==> config.mk <==
export PLATFORM = sky130hd
export DESIGN_NAME = mul_wb_unit
export DESIGN_NICKNAME = d
export VERILOG_FILES = /design/src/rtl/mul_wb_unit.sv
export SDC_FILE = /design/constraint.sdc
export NUM_CORES = 1
export LEC_CHECK = 0
export CAP_MARGIN = 20
export CORE_MARGIN = 2
export CORE_UTILIZATION = 43
export DETAILED_ROUTE_END_ITERATION = 16
export PLACE_DENSITY = 0.76
export SLEW_MARGIN = 40
export SYNTH_ARGS = -nofsm -noshare
export SYNTH_HDL_FRONTEND = slang
export SYNTH_SLANG_ARGS = --single-unit
==> constraint.sdc <==
create_clock -name clk -period 3.1 [get_ports clk]
set_input_delay 0.62 -clock clk [delete_from_list [all_inputs] [get_ports clk]]
set_output_delay 0.62 -clock clk [all_outputs]
set_load 0.02 [all_outputs]
==> src/rtl/mul_wb_unit.sv <==
// mul_wb_unit: iterative radix-2 MUL/UMULL/SMULL unit that writes Rd/Ra through
// register-file write ports 3 and 4.
module mul_wb_unit #(
  parameter int WIDTH = 32,
  parameter int AW = 4,
  parameter int CW = 6
) (
  input  logic clk,
  input  logic reset_n,
  input  logic start,
  input  logic [1:0] op,
  input  logic [WIDTH-1:0] srca,
  input  logic [WIDTH-1:0] srcb,
  input  logic [AW-1:0] rd_addr,
  input  logic [AW-1:0] ra_addr,
  output logic busy,
  output logic done,
  output logic we3,
  output logic [AW-1:0] wa3,
  output logic [WIDTH-1:0] wd3,
  output logic we4,
  output logic [AW-1:0] wa4,
  output logic [WIDTH-1:0] wd4,
  output logic flag_n,
  output logic flag_z
);
  localparam logic [1:0] IDLE = 2'd0, CALC = 2'd1, FIX = 2'd2, WB = 2'd3;
  logic [1:0] state_q, state_d;
  logic long_q, neg_q;
  logic [AW-1:0] rd_q, ra_q, wa3_q, wa4_q;
  logic [WIDTH-1:0] a_q, hi_q, lo_q, wd3_q, wd4_q;
  logic [CW-1:0] cnt_q;
  logic fn_q, fz_q;
  logic smull;
  logic [WIDTH-1:0] abs_a, abs_b;
  logic [WIDTH:0] sum;
  logic [2*WIDTH-1:0] prod;
  always_comb begin
    smull = op == 2'b10;
    abs_a = (smull && srca[WIDTH-1]) ? -srca : srca;
    abs_b = (smull && srcb[WIDTH-1]) ? -srcb : srcb;
    sum = {1'b0, hi_q} + (lo_q[0] ? {1'b0, a_q} : '0);
    prod = neg_q ? -{hi_q, lo_q} : {hi_q, lo_q};
    state_d = state_q == IDLE ? (start ? CALC : IDLE) :
              state_q == CALC ? (cnt_q == CW'(WIDTH - 1) ? FIX : CALC) :
              state_q == FIX ? WB : IDLE;
  end
  // {hi_q, lo_q} starts as {0, multiplier}; each step adds and shifts right one bit
  always_ff @(posedge clk or negedge reset_n) begin
    if (!reset_n) begin
      state_q <= IDLE;
      long_q <= 1'b0;
      neg_q <= 1'b0;
      rd_q <= '0;
      ra_q <= '0;
      a_q <= '0;
      hi_q <= '0;
      lo_q <= '0;
      cnt_q <= '0;
      wa3_q <= '0;
      wa4_q <= '0;
      wd3_q <= '0;
      wd4_q <= '0;
      fn_q <= 1'b0;
      fz_q <= 1'b0;
    end else begin
      state_q <= state_d;
      if (state_q == IDLE && start) begin
        long_q <= op == 2'b01 || op == 2'b10;
        neg_q <= smull && (srca[WIDTH-1] ^ srcb[WIDTH-1]);
        rd_q <= rd_addr;
        ra_q <= ra_addr;
        a_q <= abs_a;
        hi_q <= '0;
        lo_q <= abs_b;
        cnt_q <= '0;
      end else if (state_q == CALC) begin
        {hi_q, lo_q} <= {sum, lo_q[WIDTH-1:1]};
        cnt_q <= cnt_q + CW'(1);
      end else if (state_q == FIX) begin
        wa3_q <= rd_q;
        wd3_q <= prod[WIDTH-1:0];
        wa4_q <= long_q ? ra_q : wa4_q;
        wd4_q <= long_q ? prod[2*WIDTH-1:WIDTH] : '0;
        fn_q <= long_q ? prod[2*WIDTH-1] : prod[WIDTH-1];
        fz_q <= long_q ? prod == '0 : prod[WIDTH-1:0] == '0;
      end
    end
  end
  // a long op targeting one register writes only the high word
  assign busy = state_q != IDLE;
  assign done = state_q == WB;
  assign we3 = done && !(long_q && rd_q == ra_q);
  assign we4 = done && long_q;
  assign wa3 = wa3_q;
  assign wd3 = wd3_q;
  assign wa4 = wa4_q;
  assign wd4 = wd4_q;
  assign flag_n = fn_q;
  assign flag_z = fz_q;
endmodule

## Word-level counts from Yosys, hierarchy flattened

Index checks and enable logic that the tools add are counted.

| cells by class | value |
|---|---|
| reduce and logical (&&, ||, !) cells | 16 |
| add/subtract/negate cells | 5 |
| bitwise gates (word level) | 3 |
| mux-type cells | 18 |
| equality and inequality tests | 7 |

Operators by type and width:

| kind | number |
|---|---|
| $mux W32 | 8 |
| $logic_not A64 Y1 | 1 |
| $mux W64 | 1 |
| $neg A32 Y32 | 2 |
| $neg A64 Y64 | 1 |
| $add A32 B32 Y33 | 1 |
| $logic_not A32 Y1 | 1 |
| $mux W6 | 2 |
| $mux W2 | 4 |
| $logic_and A1 B1 Y1 | 7 |
| $add A6 B1 Y6 const B | 1 |
| $eq A2 B2 Y1 const B | 3 |
| $eq A6 B5 Y1 const B | 1 |
| $eq A2 B1 Y1 const B | 2 |
| $eq A4 B4 Y1 | 1 |
| $reduce_and A4 Y1 | 1 |
| $reduce_bool A2 Y1 | 2 |
| $mux W1 | 3 |
| $reduce_and A3 Y1 | 1 |
| $logic_not A2 Y1 | 1 |
| $not A1 Y1 | 2 |
| $logic_not A1 Y1 | 1 |
| $logic_or A1 B1 Y1 | 1 |
| $xor A1 B1 Y1 | 1 |

| word-level totals | value |
|---|---|
| output and inout port bits | 78 |
| register bits | 188 |
| input port bits | 77 |

## Longest topological paths before layout

| logic depth | value |
|---|---|
| word-level depth | 4 |
| depth in mapped cells | 15 |
| gate-level depth less buffers | 13 |

## Worst setup path before layout

OpenSTA, ideal clock, no wires.

| timing path | value |
|---|---|
| path type | flip-flop to flip-flop |
| start point | reg lo_q[0] |
| end point | reg fz_q (netlist: flag_z) |
| arrival time | 3.308 ns |
| buffers on the path | 2 |
| slack | -0.284 ns |
| stages on the path, launching flop included | 14 |
| setup time | 0.076 ns |
| data required time | 3.024 ns |
| cell sequence | dfrtp_1 -> clkbuf_1 -> inv_1 -> ha_1 -> nor4b_1 -> nand3_1 -> or4_4 -> buf_6 -> o41ai_4 -> xor2_1 -> nand4_1 -> nand4b_1 -> o41a_1 -> o21ai_1 |

| between the ends | value |
|---|---|
| longest elaborated chain between the ends | 4 |

RTL lines:

| what | line | source |
|---|---|---|
| from (decl) | 31 | `logic [WIDTH-1:0] a_q, hi_q, lo_q, wd3_q, wd4_q;` |
| from (signal assigned) | 75 | `lo_q <= abs_b;` |
| from (signal assigned) | 78 | `{hi_q, lo_q} <= {sum, lo_q[WIDTH-1:1]};` |
| $neg A64 Y64 | 43 | `prod = neg_q ? -{hi_q, lo_q} : {hi_q, lo_q};` |
| $mux W64 * | 43 |  |
| $logic_not A64 Y1 or $logic_not A32 Y1 (tied branches) | 86 | `fz_q <= long_q ? prod == '0 : prod[WIDTH-1:0] == '0;` |
| $mux W1 * | 86 |  |
| to (signal assigned) | 65 | `fz_q <= 1'b0;` |
| to (signal assigned) | 86 |  |
| to (decl) | 33 | `logic fn_q, fz_q;` |

Every way passes the cells marked *; elsewhere a longest branch is shown, timed or not.
A chain may end at the register's enable or synchronous reset.

## Worst setup path in the final report

| timing path | value |
|---|---|
| start point | reg lo_q[9] |
| end point | reg fz_q (netlist: flag_z) |

The elaborated chain is that of the path after synthesis.

==> metrics <==
run status=finished, violations left; violated checks=setup timing; CTS tree=built; Initial Utilization=between 40% and 50%; final WL=40,400 um; sequential fraction of the synthesis area=37.0%; Final Wtd Congestion=0.959; WL per Instance=17.8 um; worst slew pin tran=between 0.6 and 0.7 ns; Total Routing Usage GR=25.7%; post-synthesis mux area share=less than 1%; Core Region=a little under 30,000 um^2; Final Setup Violations=1; port bufs=154; Avg Cell Area, Syn=8.03 um^2; Worst Hold Class=in2async; register bit count reported by yosys=188; EDFF count, synth=0; total number of vias=around 13,000; row count=62; Compound-Gate Fraction of Synth Area=20.0%; first-pass GRT wire length=63,800 um; sw frac=between 40% and 50%; Ys Warns=0; average via count per standard cell=5.62; Layout area overhead=34.2%; clk_skew=0.0133 ns; NetSw=6.77 mW; largest family of logic cells by synthesized area=simple AND/OR/NAND/NOR gates; clock sinks=roughly 190; nature of the critical path endpoint=register; die area=31,000 um^2; initial antenna violation count=0; Power Dens Cells=886 nW/um^2; pin count of the biggest net entering global routing=86; Mapped Cells=around 1,600; placed cell area=16,000 um^2; Final #Nets=1,988; post-route setup TNS=-0.237 ns; Achievable Freq=300 MHz; Chip Width=about 180 um; worst reg2reg path endpoint=flag_z; # Max-Cap Violations=0; CP required=3.47 ns; Internal Power=~8.4 mW; DP HPWL=30,200 um; relative slew slack=a little over half; fin crit share=108%; First-pass DRT Iterations=5; vias in the first global route=12,100; ys async rst share=100%; Worst setup SP type=register; Hold Fails Final Rpt=0; simple-gate share of the synthesized area=a little under a quarter; Clock Latency Late Sink=0.44 ns; Setup CP Type=reg2reg; Cell variety after synth=71; initial drt markers=between 1,000 and 1,500; post-route ant nets=0; Max Slew Vio Count=0; r2r worst-path depth=9; clk slew on worst S/H paths=0.08 ns; antenna cell count=0; layout cells sized above 1=17.8%; Seq pwr share=between 20 and 30%; Non-Filler Instances=2,269; Worst Slack Setup Final=-0.237 ns; post-route minimum period=3.34 ns; Synth Area in XOR/XNOR=10.4%; global route overflow=0; Worst R2R Setup Slack=-0.24 ns; unrepaired setup endpoints after global routing=yes; clock power share=between 10% and 20%; H-tree depth=4; fin area=17,100 um^2; WP data arrival=3.71 ns; largest fanout on the critical path=5; Peak VDD IR=approximately 0.54 mV; logic gate share of total power=58.3%; post-synthesis adder-cell area fraction=3.89%; root buffer cell=clkbuf_16; Chip Height=about 180 um; FF-to-FF Start=lo_q[9]; Most used DFF post-synth=dfrtp_1; number of CTS-inserted buffers=17; cts hold-fix bufs=0; LEAKAGE=7.27 nW; placed insts=about 2,200; area of the mapped netlist=12,700 um^2; I/O pin count=155; Design Power=15.1 mW; Mapped Nets=1,701; CTS Buffer Depth=2; drt drc=0
per-layer routing:
layer  wire length (um)  global-route usage (%)  up-vias
met3               2490                    2.84       68
met1              18300                    36.1     6049
met4                979                    7.30        0
li1                   -                       -     6167
met2              18700                    41.9      469
met5                  0                       0        -
cells in the mapped netlist (all sizes together), types with 6 or more instances:
cell type | n | area, um^2
nor4 | 29 | 181
inv | 30 | 113
nor3 | 44 | 220
clkbuf | 95 | 357
or4 | 14 | 113
o31ai | 24 | 180
and3 | 10 | 62.6
o21ai | 181 | 906
dfrtp | 188 | 4700
and2 | 40 | 250
or3 | 13 | 86.3
nand2 | 295 | 1110
a211oi | 16 | 120
o41ai | 14 | 141
xor2 | 95 | 832
nand4 | 12 | 75.1
a31oi | 39 | 244
nand3 | 44 | 220
ha | 38 | 475
a21o | 18 | 135
or2 | 9 | 56.3
xnor2 | 56 | 490
a21oi | 55 | 275
nor2 | 104 | 390
nand2b | 15 | 93.8
o21a | 10 | 75.1
o211ai | 11 | 82.6
buf | 12 | 63.8
mux2 | 6 | 67.6
critical path, cell delays in order, from the launching register on:
cell      delay, ns
dfrtp_1        0.38
or4_4          0.56
or3_4          0.40
or4_4          0.56
o41ai_4        0.26
xor2_1         0.21
nand4_1        0.13
nand4b_1       0.19
o41a_1         0.44
o21ai_1        0.13
power by group through the flow:
stage | clock network (mW) | logic (mW) | registers [mW]
3_3_place_gp | 0 | 7.72 | 4.06
4_1_cts | 2.24 | 8.31 | 4.06
5_1_grt | 2.35 | 9.61 | 4.20
3_5_place_dp | 0 | 7.92 | 4.10
2_1_floorplan | 0 | 4.92 | 3.87
6_report | 2.21 | 8.82 | 4.11
cell type report:
type / count / area, um^2
flip-flops and latches: 188 / 4710
clock inverters: 15 / 173
well taps: 384 / 480
inverters: 30 / 113
fillers: 2491 / 11900
repair buffers: 375 / 3280
clock buffers: 17 / 425
multi-input cells: 1260 / 7910
per-stage QoR:
| stage | utilization (%) | setup WS [ns] | hold slack (ns) |
|---|---|---|---|
| floorplan | - | -0.196 | 0.324 |
| global placement | 55.2 | -0.238 | 0.452 |
| detailed placement | 55.2 | -0.308 | 0.462 |
| CTS | 58.2 | -0.197 | 0.177 |
| global route | 59.0 | -0.329 | 0.195 |
| finish | 59.0 | -0.237 | 0.162 |
logic make-up (layout without fill, tap and decap cells):
family | count (synthesis) | count (layout)
and+or+nand+nor | 651 | 651
AOI/OAI and AO/OA | 410 | 410
DFF | 188 | 188
xor gates and xnor gates | 151 | 151
buffers and inverters | 137 | 437
adders and majority gates | 39 | 39
muxes | 9 | 9
worst max path at each step:
stage                   from  endpoint  slack [ns]  cells after the start
floorplan           lo_q[12]    flag_z       -0.20                     11
global placement    lo_q[12]    flag_z       -0.24                      9
detailed placement  lo_q[12]    flag_z       -0.31                      9
CTS                 lo_q[12]    flag_z       -0.20                      9
global route         lo_q[9]    flag_z       -0.33                      9
finish               lo_q[9]    flag_z       -0.24                      9
flip-flops by register name (all words and copies together) (netlist names), 2 cells and up:
signal / flops
a_q: 32
state_q: 2
lo_q: 32
hi_q: 32
wd4: 32
wd3: 32
cnt_q: 6
wa3: 4
ra_q: 4
rd_q: 4
wa4: 4
cells in the final DEF, fill, tap and decap left out, types with 8 or more instances in the layout:
master and count:
ha_1 25, o21ai_0 169, o41ai_1 8, inv_1 29
o31ai_1 22, nand2b_1 13, or3_1 12, nand3_1 44
clkbuf_16 17, and2_1 31, nand4_1 12, dfrtp_1 186
xor2_1 95, nand2_1 293, and3_1 10, xnor2_1 55
nor3_1 43, o211ai_1 11, clkdlybuf4s50_1 153, o21a_1 10
buf_4 213, a211oi_1 13, ha_4 12, a21oi_1 49
nor2_1 102, a21o_1 18, a31oi_1 39, o21ai_1 8
nor4_1 29, or4_1 10
timing repair:
action / in CTS / in global routing
pin swaps: 17 / 36
setup endpoints to repair: 9 / 17
buffers inserted: 9 / 10
gates cloned: 1 / 0
gates resized for setup: 39 / 37
No activity file was read; power rests on OpenSTA's default activity.
